$ cat config.mk
export PLATFORM = sky130hd
export DESIGN_NAME = seq_detect_arbiter
export DESIGN_NICKNAME = d
export VERILOG_FILES = /design/src/rtl/seq_detect_arbiter.sv
export SDC_FILE = /design/constraint.sdc
export NUM_CORES = 1
export LEC_CHECK = 0
export BUFFER_PORTS_ARGS = -buffer_cell sky130_fd_sc_hd__buf_4
export CORE_MARGIN = 2
export CORE_UTILIZATION = 30
export DETAILED_ROUTE_END_ITERATION = 8
export GPL_TIMING_DRIVEN = 1
export SETUP_SLACK_MARGIN = 0.1
export SLEW_MARGIN = 40
export SYNTH_ARGS = -nofsm -noshare
export SYNTH_HDL_FRONTEND = slang
export SYNTH_SLANG_ARGS = --single-unit
export TNS_END_PERCENT = 100
$ cat constraint.sdc
create_clock -name clk -period 3.6 [get_ports clk]
set_input_delay 0.18 -clock clk [delete_from_list [all_inputs] [get_ports clk]]
set_output_delay 0.18 -clock clk [all_outputs]
set_load 0.02 [all_outputs]
$ cat src/rtl/seq_detect_arbiter.sv
// Round-robin shared "1011" Moore detector across NCH serial channels with per-channel state.
// Optional per-channel saturating detection counters are enabled by defining SEQ_DET_ARB_COUNT_EN.
module seq_detect_arbiter #(
  parameter int NCH   = 4,
  parameter int CNT_W = 8
) (
  input  logic                   clk,
  input  logic                   reset,
  input  logic                   en,
  input  logic [NCH-1:0]         ch_valid,
  input  logic [NCH-1:0]         ch_bit,
  output logic [NCH-1:0]         ch_ready,
  output logic                   det_valid,
  output logic [$clog2(NCH)-1:0] det_ch,
  input  logic [$clog2(NCH)-1:0] cnt_sel,
  input  logic                   cnt_clr,
  output logic [CNT_W-1:0]       cnt_data
);

  localparam int IDX_W = $clog2(NCH);

  typedef enum logic [2:0] {
    S0 = 3'd0,
    S1 = 3'd1,
    S2 = 3'd2,
    S3 = 3'd3,
    S4 = 3'd4
  } state_e;

  logic [2:0]       state_q [NCH];
  logic [IDX_W-1:0] ptr_q;
  logic [IDX_W-1:0] ptr_d;

  logic             gnt_p0;
  logic [IDX_W-1:0] gnt_idx_p0;
  logic [2:0]       cur_st_p0;
  logic             cur_bit_p0;
  state_e           nxt_st_p0;
  logic             hit_p0;

  logic             vld_p1;
  logic [IDX_W-1:0] det_ch_p1;

  function automatic int rr_idx(input int base, input int off);
    int s;
    s = base + off;
    if (s >= NCH) s = s - NCH;
    return s;
  endfunction

  // Stage p0: arbitration, searching forward from ptr with wrap.
  always_comb begin
    ch_ready   = '0;
    gnt_p0     = 1'b0;
    gnt_idx_p0 = '0;
    if (en && !reset) begin
      for (int k = 0; k < NCH; k++) begin
        if (!gnt_p0 && ch_valid[rr_idx(int'(ptr_q), k)]) begin
          gnt_p0     = 1'b1;
          gnt_idx_p0 = IDX_W'(rr_idx(int'(ptr_q), k));
        end
      end
      ch_ready[gnt_idx_p0] = gnt_p0;
    end
  end

  always_comb begin
    ptr_d = ptr_q;
    if (gnt_p0) begin
      if (int'(gnt_idx_p0) == NCH - 1) ptr_d = '0;
      else                             ptr_d = gnt_idx_p0 + IDX_W'(1);
    end
  end

  // Shared next-state logic applied to the granted channel only; S4 and illegal codes fall to S0.
  always_comb begin
    cur_st_p0  = state_q[gnt_idx_p0];
    cur_bit_p0 = ch_bit[gnt_idx_p0];
    nxt_st_p0  = S0;
    hit_p0     = 1'b0;
    case (cur_st_p0)
      S0:      nxt_st_p0 = cur_bit_p0 ? S1 : S0;
      S1:      nxt_st_p0 = cur_bit_p0 ? S1 : S2;
      S2:      nxt_st_p0 = cur_bit_p0 ? S3 : S0;
      S3: begin
        nxt_st_p0 = cur_bit_p0 ? S4 : S2;
        hit_p0    = cur_bit_p0 & gnt_p0;
      end
      default: nxt_st_p0 = S0;
    endcase
  end

  // Stage p1: state file write-back and registered detection pulse.
  always_ff @(posedge clk) begin
    if (reset) begin
      for (int k = 0; k < NCH; k++) state_q[k] <= S0;
      ptr_q     <= '0;
      vld_p1    <= 1'b0;
      det_ch_p1 <= '0;
    end else begin
      if (gnt_p0) state_q[gnt_idx_p0] <= nxt_st_p0;
      ptr_q  <= ptr_d;
      vld_p1 <= hit_p0;
      if (hit_p0) det_ch_p1 <= gnt_idx_p0;
    end
  end

  assign det_valid = vld_p1;
  assign det_ch    = det_ch_p1;

`ifdef SEQ_DET_ARB_COUNT_EN
  logic [CNT_W-1:0] cnt_q [NCH];

  // Stage p2: counters follow the registered pulse; a clear beats a same-cycle increment.
  always_ff @(posedge clk) begin
    if (reset) begin
      for (int k = 0; k < NCH; k++) cnt_q[k] <= '0;
    end else begin
      for (int k = 0; k < NCH; k++) begin
        if (cnt_clr && int'(cnt_sel) == k)
          cnt_q[k] <= '0;
        else if (vld_p1 && int'(det_ch_p1) == k && cnt_q[k] != '1)
          cnt_q[k] <= cnt_q[k] + CNT_W'(1);
      end
    end
  end

  always_comb begin
    cnt_data = '0;
    for (int k = 0; k < NCH; k++)
      if (int'(cnt_sel) == k) cnt_data = cnt_q[k];
  end
`else
  logic cnt_unused;
  assign cnt_unused = ^{cnt_sel, cnt_clr};
  assign cnt_data   = '0;
`endif

endmodule

**Word level (Yosys, flattened, before mapping)**

Memory sizes are Yosys's and may differ from the RTL's.
Cells that the tools add are included.

- Output and inout port bits: 15
- Register bits after elaboration: 5
- Memories: 1
- Input bits: 14
- RAM bits: 12
- Word-level logic and storage cells: 95

Memories:

| memory | depth | width | rd ports | clocked after Yosys merged registers in | wr ports | RTL line | RTL |
|---|---|---|---|---|---|---|---|
| state_q | 4 | 3 | 1 | 0 | 4 | 30 | `logic [2:0] state_q [NCH];` |

- Multiplexer cells: 55
- $lt $le $gt $ge: 11
- Equal/unequal tests: 4
- Reduce and logical (&&, ||, !) cells: 11
- Add/sub/neg operators: 8
- Bitwise operators: 2

Operators by type and width:

| operator | count |
|---|---|
| $mux 32 | 8 |
| $lt 32x4->1 const B | 4 |
| $mux 1 | 27 |
| $mux 2 | 10 |
| $pmux 3 s4 | 1 |
| $sub 3x3->4 const B | 3 |
| $bmux 1 s2 | 5 |
| $ge 3x3->1 const B | 3 |
| $add 2x2->3 const B | 2 |
| $eq 3x2->1 const B | 2 |
| $lt 2x3->1 const B | 2 |
| $mux 3 | 2 |
| $logic_and 1x1->1 | 5 |
| $and 4x4->4 | 1 |
| $logic_not 1->1 | 4 |
| $mux 4 | 1 |
| $sub 2x3->4 const B | 1 |
| $add 2x1->3 const B | 1 |
| $eq 3x1->1 const B | 1 |
| $ge 2x3->1 const B | 1 |
| $logic_not 3->1 | 1 |
| $reduce_or 3->1 | 1 |
| $add 2x1->2 const B | 1 |
| $demux 1 s2 | 1 |
| 3 further kinds | 3 |

**Logic depth before layout (Yosys ltp)**

Gate-level depths: netlist of the first run.

- Depth in word-level cells: 26
- Gate-level depth with buffers: 8
- Depth with buffers taken out: 7

**Least setup slack after synthesis of the first run**

Ideal clock, no wire load.

- Path type: reg-to-reg
- From: register ptr_q[1]
- To: memory state_q[0][1], data pin
- Data required time: 3433 ps
- Period minus slack after synthesis: 2101 ps
- Stages on the path, launching flop included: 9
- Buffers on the path: 1
- Library setup time: 167 ps
- Data arrival time: 1934 ps
- Path slack: 1499 ps
- Path through: dfxtp_1 mux2i_1 nor2_1 or3_1 buf_2 a21oi_4 o221ai_1 or2_4 a211oi_1

RTL lines:

| item | RTL line | RTL |
|---|---|---|
| start: declaration | 31 | `logic [IDX_W-1:0] ptr_q;` |
| start signal: assignment | 102 | `ptr_q <= ptr_d;` |
| end: declaration | 30 |  |

==> results.sh, run 1 <==
export IMPL_status="finished clean"
export IMPL_place_inst=171
export IMPL_nFillCells=382
export IMPL_highest_layer="met4"
export IMPL_synthSimpleGateAreaFrac=0.231
export IMPL_cts_buffer_depth=2
export IMPL_powerDensity_nw_per_um2=374
export IMPL_power_switching_uw=151
export IMPL_synth_area_leaders="edfxtp_1 32%, dfxtp_1 8.9%, buf_4 5.3%"
export IMPL_critical_path_buf_inv_count=0
export IMPL_synthAdderAreaFrac=0
export IMPL_avgSynthCellArea_um2=10.4
export IMPL_cts_num_sinks=17
export IMPL_slew_violations=0
export IMPL_fmax_ghz=0.430
export IMPL_rsz0062_at_grt="no"
export IMPL_synth_top_area_share=0.320
export IMPL_grt_pass1_wl_mm=3.73
export IMPL_clockRootBuffer="clkbuf_8"
export IMPL_cp_num_cells=7
export IMPL_wire_per_inst_um=13.4
export IMPL_cp_arrival_ns=2.41
export IMPL_grt_pass1_vias=788
export IMPL_fin_skew_ns=0.00237
export IMPL_critical_path_reg2reg_startpoint="ptr_q[1]$_SDFFE_PP0P_"
export IMPL_ys_types=37
export IMPL_synthCells=108
export IMPL_met3_length_um=139
export IMPL_setup_violations=0
export IMPL_vias_per_cell=4.66
export IMPL_ir_worst_vdd_uv=101
export IMPL_area_growth_pct=17.3
export IMPL_fp_dieW_um=65.3
export IMPL_fin_setup_tns_ns=0
export IMPL_fp_dieH_um=65.3
export IMPL_stdcell_count=175
export IMPL_r2r_setup_slack_ns=1.28
export IMPL_path_clk_slew_ns=0.07
export IMPL_final_util=0.364
export IMPL_clk_latency_ns=0.25
export IMPL_crit_type="flop to flop"
export IMPL_layout_nets=142
export IMPL_hold_class="input pin to flop"
export IMPL_layout_commonest_cell="buf_4"
export IMPL_yosys_warnings=0
export IMPL_power_leakage_nw=0.544
export IMPL_netSwitchingFraction=0.305
export IMPL_crit_path_start="ptr_q[1]$_SDFFE_PP0P_"
export IMPL_antenna_cells=0
export IMPL_p_seq_frac=0.464
export IMPL_grt_remaining_overflow=0
export IMPL_critPathLaunchType="flop"
export IMPL_totalWireLength_mm=2.34
export IMPL_antenna_left=0
export IMPL_max_stage_delay_ns=0.49
export IMPL_syn_cell_area_um2=1130
export IMPL_drive_above_1_share=0.299
export IMPL_vias=816
export IMPL_endpoint="state_q[1][1]$_SDFFCE_PN0P_"
export IMPL_r2r_cells=7
export IMPL_htree_levels=1
export IMPL_muxShareOfSynthArea=0.0900
export IMPL_finalCritPeriodShare=0.646
export IMPL_yosysTopAreaCell="edfxtp_1"
export IMPL_comb_power_share=0.241
export IMPL_rows=22
export IMPL_power_internal_uw=343
export IMPL_cp_top_family="simple AND/OR/NAND/NOR gates"
export IMPL_grt_max_degree=11
export IMPL_cp_cell_sequence="mux2i_1 -> nor2_1 -> or3_1 -> a21oi_4 -> o221ai_1 -> or2_4 -> a211oi_1"
export IMPL_p_clk_frac=0.295
export IMPL_rr_endpoint="state_q[1][1]$_SDFFCE_PN0P_"
export IMPL_initial_core_util=0.310
export IMPL_drc=0
export IMPL_grtUsageTotal=0.115
export IMPL_cts_buffers=3
export IMPL_dp_final_hpwl_mm=1.82
export IMPL_synth_top_family_by_area="simple AND/OR/NAND/NOR gates"
export IMPL_synthXorXnorAreaFrac=0
export IMPL_crit_fanout=6
export IMPL_io_pins=29
export IMPL_fin_hold_ws_ns=0.167
export IMPL_synth_compound_area_frac=0.179
export IMPL_cts_tree="built"
export IMPL_ys_seq_area_frac=0.409
export IMPL_ctsHoldBuffers=0
export IMPL_dieArea_um2=4260
export IMPL_final_cell_mix="17 x buf_4, 12 x edfxtp_1, 11 x nor2_1"
export IMPL_numPortBuffers=17
export IMPL_crit_path_top_delay_cell="or3_1"
export IMPL_firstDrtPassIters=4
export IMPL_end_kind="flop"
export IMPL_globalplace_congestion=0.840
export IMPL_core_area_um2=3630
export IMPL_drt_initial_drc_count=46
export IMPL_post_cts_resized=0
export IMPL_ys_ff_latch=17
export IMPL_cp_data_required_time_ns=3.68
export IMPL_timing_final_crit_period_ns=2.32
export IMPL_wl_met1_mm=1.10
export IMPL_power_uw=494
export IMPL_drv_cap=0
export IMPL_cts_setup_buffers=0
export IMPL_antenna_found_initial=0
export IMPL_wl_met2_mm=1.09
export IMPL_hold_violations=0
## state kept, by name, indices dropped and copies added (netlist names)
signal,count
ptr_q,2
state_q,12
det_ch,2
det_valid,1
## routing by layer
layer	GRT usage	vias to the layer above
met5	0	-
met4	0.0391	0
met3	0.0291	2
met2	0.195	21
met1	0.142	378
li1	-	415
## power groups by stage
stage,Combinational (mW),Sequential (mW),Clock (mW)
floorplan,0.0953,0.231,0
global placement,0.117,0.233,0
detailed placement,0.119,0.234,0
CTS,0.119,0.229,0.149
global route,0.129,0.230,0.156
finish,0.119,0.229,0.146
## metrics by stage
step                      setup WS [ns]  area [um^2]
final                              1.28         1320
after global routing               1.12         1320
after CTS                          1.28         1320
after detailed placement           1.30         1270
after global placement             1.30         1270
after floorplan                    1.50         1150
## worst min-delay path by stage
stage | start | end | slack, ns | depth (start not counted)
floorplan | reset | ptr_q[1]$_SDFFE_PP0P_ | 0.25 | 1
global placement | reset | ptr_q[1]$_SDFFE_PP0P_ | 0.44 | 2
detailed placement | reset | ptr_q[1]$_SDFFE_PP0P_ | 0.44 | 2
CTS | reset | ptr_q[1]$_SDFFE_PP0P_ | 0.17 | 2
global route | reset | ptr_q[1]$_SDFFE_PP0P_ | 0.18 | 2
finish | reset | ptr_q[1]$_SDFFE_PP0P_ | 0.17 | 2
## cells in the mapped netlist (all sizes together)
| cell | n |
|---|---|
| nor2b | 2 |
| or3 | 1 |
| conb | 1 |
| buf | 9 |
| a21oi | 6 |
| o31ai | 1 |
| o211ai | 1 |
| inv | 9 |
| o221ai | 3 |
| nor3 | 8 |
| nand4 | 1 |
| nor2 | 12 |
| a211oi | 4 |
| edfxtp | 12 |
| o21ai | 1 |
| a221oi | 1 |
| a21bo | 1 |
| nand2 | 7 |
| nand3 | 2 |
| nand2b | 6 |
| mux2i | 7 |
| dfxtp | 5 |
| mux2 | 1 |
| or2 | 3 |
| o41ai | 1 |
| nand4b | 1 |
| o221a | 1 |
| nor4 | 1 |
## worst reg2reg max path, cell delays in order (launching register included)
cell      delay [ns]
dfxtp_1         0.40
mux2i_1         0.20
nor2_1          0.10
or3_1           0.49
a21oi_4         0.26
o221ai_1        0.18
or2_4           0.30
a211oi_1        0.24
## cells by family (layout without fill, tap and decap cells)
kind of cell	count (synthesis)	after routing
other	1	8
muxes	8	8
DFF	17	17
and+or+nand+nor	44	44
AOI/OAI and AO/OA	20	20
buffers and inverters	18	30
## cell type report
cell class | count | area (um^2) | area share
timing repair buffer | 17 | 128 | 0.0966
clock buffer | 3 | 41.3 | 0.0312
sequential | 17 | 460 | 0.348
tap | 48 | 60.1 | 0.0455
multi-input combinational | 80 | 593 | 0.449
inverter | 9 | 33.8 | 0.0256
clock inverter | 1 | 5.00 | 0.00379
No activity file was read; power rests on OpenSTA's default activity.
==> run 2, diff against run 1 <==
Clock period 3.6 ns to 2.19 ns, I/O delays scaled along.
==> results.sh, run 2 (same netlist as run 1, synthesis figures left out) <==
export IMPL_layout_nets=159
export IMPL_hold_depth=2
export IMPL_status="finished clean"
export IMPL_drv_cap=0
export IMPL_cts_buffers=3
export IMPL_firstDrtPassIters=4
export IMPL_wl_met1_mm=1.12
export IMPL_drive_above_1_share=0.500
export IMPL_antenna_cells=0
export IMPL_fin_area_um2=1540
export IMPL_cts_tree="built"
export IMPL_fin_setup_tns_ns=0
export IMPL_nFillCells=369
export IMPL_setup_ws_ns=0.0687
export IMPL_r2r_setup_slack_ns=0.07
export IMPL_initial_core_util=0.310
export IMPL_finalCritPeriodShare=0.969
export IMPL_hold_violations=0
export IMPL_totalWireLength_mm=2.66
export IMPL_critPathLaunchType="flop"
export IMPL_dp_final_hpwl_mm=1.74
export IMPL_wire_per_inst_um=13.8
export IMPL_powerDensity_nw_per_um2=571
export IMPL_grt_remaining_overflow=0
export IMPL_cp_data_required_time_ns=2.28
export IMPL_highest_layer="met4"
export IMPL_dieArea_um2=4260
export IMPL_pre_cts_slack_ns=-0.00262
export IMPL_vias_per_cell=4.81
export IMPL_crit_type="flop to flop"
export IMPL_cp_top_family="simple AND/OR/NAND/NOR gates"
export IMPL_power_leakage_nw=0.641
export IMPL_cp_cell_sequence="nand2_1 -> nor2_1 -> or3_4 -> a21oi_4 -> o221ai_4 -> buf_4 -> nand3_2 -> a211oi_2"
export IMPL_critical_path_buf_inv_count=1
export IMPL_cp_arrival_ns=2.21
export IMPL_layout_commonest_cell="buf_4"
export IMPL_drc=0
export IMPL_largest_register="state_q"
export IMPL_largest_reg_flops=12
export IMPL_grt_pass1_vias=811
export IMPL_final_cell_mix="34 x buf_4, 12 x edfxtp_1, 10 x nor2_1"
export IMPL_placed_area_um2=1340
export IMPL_htree_levels=1
export IMPL_antenna_left=0
export IMPL_path_clk_slew_ns=0.07
export IMPL_whs_endpoint="ptr_q[1]$_SDFFE_PP0P_"
export IMPL_numPortBuffers=17
export IMPL_timing_final_crit_period_ns=2.12
export IMPL_rows=22
export IMPL_met3_length_um=144
export IMPL_io_pins=29
export IMPL_hold_class="input pin to flop"
export IMPL_vias=924
export IMPL_cts_buffer_depth=2
export IMPL_r2r_cells=8
export IMPL_fp_dieH_um=65.3
export IMPL_fin_skew_ns=0.00485
export IMPL_grtUsageTotal=0.110
export IMPL_drt_initial_drc_count=26
export IMPL_core_area_um2=3630
export IMPL_clockRootBuffer="clkbuf_8"
export IMPL_end_kind="flop"
export IMPL_min_from="reset"
export IMPL_setup_violations=0
export IMPL_fin_hold_ws_ns=0.0888
export IMPL_crit_fanout=5
export IMPL_power_uw=877
export IMPL_grt_max_degree=10
export IMPL_max_stage_delay_ns=0.37
export IMPL_fmax_ghz=0.471
export IMPL_rsz0062_at_grt="yes"
export IMPL_crit_path_top_delay_cell="dfxtp_4"
export IMPL_fp_dieW_um=65.3
export IMPL_clk_latency_ns=0.25
export IMPL_grt_pass1_wl_mm=3.62
export IMPL_area_growth_pct=36.4
export IMPL_critical_path_reg2reg_startpoint="ptr_q[1]$_SDFFE_PP0P_"
export IMPL_globalplace_congestion=0.785
export IMPL_slew_violations=0
export IMPL_ir_worst_vdd_uv=215
export IMPL_antenna_found_initial=0
export IMPL_wl_met2_mm=1.36
export IMPL_cts_num_sinks=17
export IMPL_rr_endpoint="state_q[1][1]$_SDFFCE_PN0P_"
## run 2: final cells by class
type / count / area (um^2) / share of cell area
Multi-Input combinational cell: 80 / 677 / 0.441
Inverter: 9 / 33.8 / 0.0220
Clock buffer: 4 / 45.0 / 0.0293
Timing Repair Buffer: 34 / 255 / 0.166
Sequential cell: 17 / 465 / 0.303
Tap cell: 48 / 60.1 / 0.0391
## run 2: worst max path at each step
stage / end / from / depth (start not counted)
after floorplan: state_q[0][1]$_SDFFCE_PN0P_ / ptr_q[1]$_SDFFE_PP0P_ / 8
after global placement: state_q[1][1]$_SDFFCE_PN0P_ / ptr_q[1]$_SDFFE_PP0P_ / 7
after detailed placement: state_q[1][1]$_SDFFCE_PN0P_ / ptr_q[1]$_SDFFE_PP0P_ / 7
after CTS: state_q[1][0]$_SDFFCE_PN0P_ / ptr_q[0]$_SDFFE_PP0P_ / 8
after global routing: state_q[1][1]$_SDFFCE_PN0P_ / ptr_q[1]$_SDFFE_PP0P_ / 8
final: state_q[1][1]$_SDFFCE_PN0P_ / ptr_q[1]$_SDFFE_PP0P_ / 8
## run 2: power breakdown
part	leakage [nW]	internal, mW	switching (mW)	total [mW]
clock network	0.0228	0.129	0.103	0.232
logic	0.452	0.117	0.149	0.266
registers	0.166	0.366	0.0142	0.380
total	0.641	0.611	0.266	0.877
## run 2: repair_timing
action | 4_1_cts | 5_1_grt
gates cloned | 0 | 0
buffers inserted | 2 | 6
hold buffers | 0 | 0
pin swaps | 5 | 7
endpoints found under the hold margin | 0 | 0
setup endpoints to repair | 9 | 16
gates resized for setup | 8 | 12
## run 2: through the flow
stage                     utilization  std cells
after CTS                       0.396        186
after global placement          0.370        180
after floorplan                     -        115
final                           0.423        192
after global routing            0.423        192
after detailed placement        0.370        180
## run 2: layer usage
metal | vias up | GRT usage
met5 | - | 0
met4 | 0 | 0.0313
met3 | 4 | 0.0240
met2 | 25 | 0.182
met1 | 448 | 0.143
li1 | 447 | -
